$ cat config.mk
export PLATFORM = sky130hd
export DESIGN_NAME = uart_tx
export DESIGN_NICKNAME = d
export VERILOG_FILES = /design/src/rtl/uart_pkg.sv /design/src/rtl/uart_baud_gen.sv /design/src/rtl/uart_tx.sv
export SDC_FILE = /design/constraint.sdc
export NUM_CORES = 1
export LEC_CHECK = 0
export CAP_MARGIN = 20
export CORE_MARGIN = 1.5
export CORE_UTILIZATION = 50
export DETAILED_ROUTE_END_ITERATION = 12
export GPL_ROUTABILITY_DRIVEN = 0
export PLACE_DENSITY = 0.68
export RECOVER_POWER = 100
export SETUP_SLACK_MARGIN = 0.4
export SYNTH_ARGS = -nofsm -noshare
export SYNTH_HDL_FRONTEND = slang
export SYNTH_SLANG_ARGS = --single-unit
$ cat constraint.sdc
create_clock -name clk -period 2.6 [get_ports clk]
set_input_delay 0.65 -clock clk [delete_from_list [all_inputs] [get_ports clk]]
set_output_delay 0.65 -clock clk [all_outputs]
set_load 0.02 [all_outputs]
$ cat src/rtl/uart_pkg.sv
// Shared UART definitions used by the transmitter and the existing receiver.
// Latency: n/a (types and constants only).
// Backpressure: n/a.
package uart_pkg;

    // Frame sequencing states shared by TX and RX.
    typedef enum logic [1:0] {
        IDLE  = 2'd0,
        START = 2'd1,
        DATA  = 2'd2,
        STOP  = 2'd3
    } uart_state_e;

    localparam int DATA_BITS = 8;
    localparam int IDX_W     = $clog2(DATA_BITS);

    // 50 MHz core clock at 9600 baud.
    localparam int DEFAULT_N = 5208;

endpackage

$ cat src/rtl/uart_baud_gen.sv
// Baud counter: counts 0..N-1 while enabled and ticks on the last cycle of a bit.
// Latency: tick is combinational from the registered count; count updates every cycle.
// Backpressure: none; clr forces the count back to zero and has priority over en.
module uart_baud_gen
    import uart_pkg::*;
#(
    parameter int N = DEFAULT_N
) (
    input  logic clk,
    input  logic rst,
    input  logic en,
    input  logic clr,
    output logic tick
);

    localparam int CW = $clog2(N);

    logic [CW-1:0] cnt_q;
    logic [CW-1:0] cnt_d;

    assign tick = en && (cnt_q == CW'(N - 1));

    // Next count: clear wins, otherwise wrap at N-1 while enabled, hold when disabled.
    always_comb begin
        cnt_d = cnt_q;
        if (clr) begin
            cnt_d = '0;
        end else if (en) begin
            cnt_d = tick ? '0 : cnt_q + CW'(1);
        end
    end

    // Count register, cleared asynchronously.
    always_ff @(posedge clk or negedge rst) begin
        if (!rst) begin
            cnt_q <= '0;
        end else begin
            cnt_q <= cnt_d;
        end
    end

endmodule

$ cat src/rtl/uart_tx.sv
// UART transmitter: 8N1 frames, LSB first, each bit held N clock cycles.
// Latency: tx drops on the edge that accepts start; done pulses 10*N cycles later.
// Backpressure: start is ignored while busy; a start in the done cycle is accepted.
module uart_tx
    import uart_pkg::*;
#(
    parameter int N = DEFAULT_N
) (
    input  logic                 clk,
    input  logic                 rst,
    input  logic                 start,
    input  logic [DATA_BITS-1:0] data,
    output logic                 tx,
    output logic                 busy,
    output logic                 done
);

    uart_state_e          state_q, state_d;
    logic                 tx_q, tx_d;
    logic                 busy_q, busy_d;
    logic                 done_q, done_d;
    logic [DATA_BITS-1:0] data_q, data_d;
    logic [IDX_W-1:0]     idx_q, idx_d;
    logic                 baud_en;
    logic                 baud_clr;
    logic                 baud_tick;

    // The counter only runs while a frame is in flight.
    assign baud_en = (state_q != IDLE);

    uart_baud_gen #(
        .N(N)
    ) u_baud (
        .clk  (clk),
        .rst  (rst),
        .en   (baud_en),
        .clr  (baud_clr),
        .tick (baud_tick)
    );

    assign tx   = tx_q;
    assign busy = busy_q;
    assign done = done_q;

    // Next-state and registered-output logic; every state change also clears the baud counter.
    always_comb begin
        state_d  = state_q;
        tx_d     = tx_q;
        busy_d   = busy_q;
        done_d   = 1'b0;
        data_d   = data_q;
        idx_d    = idx_q;
        baud_clr = 1'b0;
        case (state_q)
            IDLE: begin
                if (start) begin
                    state_d  = START;
                    data_d   = data;
                    tx_d     = 1'b0;
                    busy_d   = 1'b1;
                    idx_d    = '0;
                    baud_clr = 1'b1;
                end
            end
            START: begin
                if (baud_tick) begin
                    state_d  = DATA;
                    tx_d     = data_q[0];
                    idx_d    = '0;
                    baud_clr = 1'b1;
                end
            end
            DATA: begin
                if (baud_tick) begin
                    if (idx_q == IDX_W'(DATA_BITS - 1)) begin
                        state_d  = STOP;
                        tx_d     = 1'b1;
                        baud_clr = 1'b1;
                    end else begin
                        idx_d = idx_q + IDX_W'(1);
                        tx_d  = data_q[idx_q + IDX_W'(1)];
                    end
                end
            end
            STOP: begin
                if (baud_tick) begin
                    state_d  = IDLE;
                    busy_d   = 1'b0;
                    done_d   = 1'b1;
                    baud_clr = 1'b1;
                end
            end
            default: begin
                state_d  = IDLE;
                tx_d     = 1'b1;
                busy_d   = 1'b0;
                baud_clr = 1'b1;
            end
        endcase
    end

    // State and output registers; reset idles the line high.
    always_ff @(posedge clk or negedge rst) begin
        if (!rst) begin
            state_q <= IDLE;
            tx_q    <= 1'b1;
            busy_q  <= 1'b0;
            done_q  <= 1'b0;
            data_q  <= '0;
            idx_q   <= '0;
        end else begin
            state_q <= state_d;
            tx_q    <= tx_d;
            busy_q  <= busy_d;
            done_q  <= done_d;
            data_q  <= data_d;
            idx_q   <= idx_d;
        end
    end

endmodule

==> flow_summary.ini <==
[synthesis]
synth_fp_nets = 186
ys_top_cells_by_count = dfrtp_1, nand2_1, mux2_2, nor2_1
synth_area_leaders = dfrtp_1, mux2_2, ha_1
synth_compound_area_frac = 0.139
synth_edf_count = 0
synth_ff_type = dfrtp_1
yosysWarnings = 0
synthXorXnorAreaFrac = 0.0153
synth_fa_ha_area_frac = 0.0582
synth.avg_cell_area_um2 = 10.3
synth_area_mm2 = 0.00172
synthArstFlopShare = 1.00
synth-simple-area-share = 0.231
synthCells = 167
yosys-mux-area-fraction = 0.0975
yosysUniqueCellTypes = 46
synth_top_family_by_area = simple AND/OR/NAND/NOR gates
yosysSeqAreaShare = 0.423
yosysTopAreaCell = dfrtp_1
synth.most_common_cell = dfrtp_1
ys_ff_latch = 29
synth_top_area_frac = 0.407

[floorplanning]
fp-row-count = 21
pin_count = 14
die_h_um = 61.7
coreArea_mm2 = 0.00331
die_area_mm2 = 0.00380
initial_core_util = 0.520
die_width_um = 61.7

[worst_setup_path]
critPathMaxStageDelay_ns = 0.66
path_buf_inv = 1
crit_type = reg -> out
critPathSlowestCell = dlygate4sd3_1
start_kind = flop
crit_cells = 1
cp_cell_sequence = dlygate4sd3_1
end_kind = primary output
crit_family = buffers and inverters
critPathArrivalTime_ns = 1.55
worstPathRequired_ns = 1.95
worstPathMaxFanout = 2
worstRegToRegCells = 7

[global_routing]
track_usage = 0.203
antenna_found_initial = 0
grtUsageMet1 = 0.249
met2_usage = 0.337
met3_usage = 0.0588
grt_pass1_vias = 1224
grt_max_degree = 30
top_usage_layer = met2
grt_pass1_wl_um = 5620
grt_remaining_overflow = 0

[timing]
worst_slack_ns = 0.397
min_period_ns = 2.20
hold_viol_final = 0
max_slew_margin = 0.381
holdWs_ns = 0.492
setup_viol = 0
drv_slew = 0
fin_worst_skew_ns = 0.0127
worst_slew_pin_slew_ns = 0.920
timing.fmax_mhz = 454
rsz0062_at_grt = false
setup_tns_ns = 0
fin_crit_sh = 0.847

[finish]
fillCellCount = 305
drive_gt1_frac = 0.130
n_antenna_cell = 0
fin_util = 0.584
fin_nets = 202
area_delta_synth_final_pct = 12.4

[power]
power_uw = 750
leakage_nw = 0.814
p_per_area_mw_per_mm2 = 388
ir_drop_uv = 275

[cts]
cts_setup_buffers = 0
cts_tree = yes
clock-sinks = 29
path_clk_slew_ns = 0.10
cts_max_level = 2
cts_root_buf = clkbuf_4
cts_made_buffers = 5
clock_latency_ns = 0.35
cts_buffer_depth = 2
postCtsHoldBufs = 0
cts_resized = 0

[detailed_routing]
wl_per_cell_um = 15.1
dr.pass1.iters = 4
drc = 0
drt_wl_total_um = 3470
vias = 1330
drt_iter0_markers = 47
via_per_inst = 5.78
ant_nets = 0

[placed_design]
place_ws_ns = 0.280
port_buffers = 13
dpl.hpwl_um = 2570

[hold_path]
hp-class = reg -> reg
whs_path_depth = 2

[status]
status = finished clean

[job]
cap_viol_max_count = 0
per-layer routing:
metal / part of all wire / up-vias
li1: - / 657
met1: 0.46 / 653
met2: 0.50 / 16
met3: 0.028 / 4
met4: 0.015 / 0
met5: 0 / -
layout by cell type, fill, tap and decap left out, types with 4 or more instances in the layout:
cell | synthesis | final
dfrtp_1 | 28 | 28
nand2_1 | 17 | 17
nor2_1 | 10 | 10
mux2_2 | 10 | 10
clkdlybuf4s50_1 | 0 | 9
inv_1 | 8 | 8
ha_1 | 8 | 8
nand4_1 | 5 | 6
nand3_1 | 6 | 6
clkbuf_4 | 0 | 5
nor4b_1 | 4 | 4
o31ai_1 | 4 | 4
a21oi_1 | 4 | 4
o211ai_1 | 4 | 4
nor4_1 | 4 | 4
a22o_1 | 4 | 4
dlygate4sd3_1 | 0 | 4
final timing paths:
kind                            start    endpoint  slack, ns
min in group asynchronous         rst  state_q[0]       0.74
setup / recovery                   tx          tx       0.40
max in group asynchronous         rst          tx       1.55
hold reg to reg                    tx          tx       0.49
hold / removal                     tx          tx       0.49
setup reg to reg           state_q[0]  state_q[1]       0.46
cell type report:
class / instances / area, µm² / share of cell area
clock inverters: 3 / 17.5 / 0.00906
flip-flops and latches: 29 / 727 / 0.376
inverters: 8 / 30.0 / 0.0155
repair buffers: 15 / 141 / 0.0731
multi-input cells: 124 / 922 / 0.477
well taps: 46 / 57.6 / 0.0298
clock buffers: 5 / 37.5 / 0.0194
logic make-up (layout without fill, tap and decap cells):
kind of cell             after synthesis  in the layout
XOR/XNOR                               3              3
buffers and inverters                 14             31
adder cells (fa/ha/maj)                8              8
flip-flops                            29             29
AND/OR/NAND/NOR                       68             68
AO/OA/AOI/OAI                         32             32
multiplexers                          13             13
sequential cells by signal, summed over array words and instances (netlist names):
register	count
busy	1
u_baud.cnt_q	13
state_q	2
done	1
data_q	8
tx	1
idx_q	3
stage by stage:
step | instances | cell area [µm²]
after global placement | 222 | 1890
after detailed placement | 222 | 1890
after floorplan | 167 | 1720
after global routing | 230 | 1930
after CTS | 230 | 1940
final | 230 | 1930
power by group:
| part | internal (mW) | switching, mW | leakage (nW) | total, mW |
|---|---|---|---|---|
| combinational | 0.0143 | 0.0114 | 0.433 | 0.0257 |
| clock | 0.102 | 0.172 | 0.0310 | 0.273 |
| sequential | 0.451 | 0 | 0.350 | 0.451 |
| total | 0.567 | 0.183 | 0.814 | 0.750 |
No activity file was read; power rests on OpenSTA's default activity.
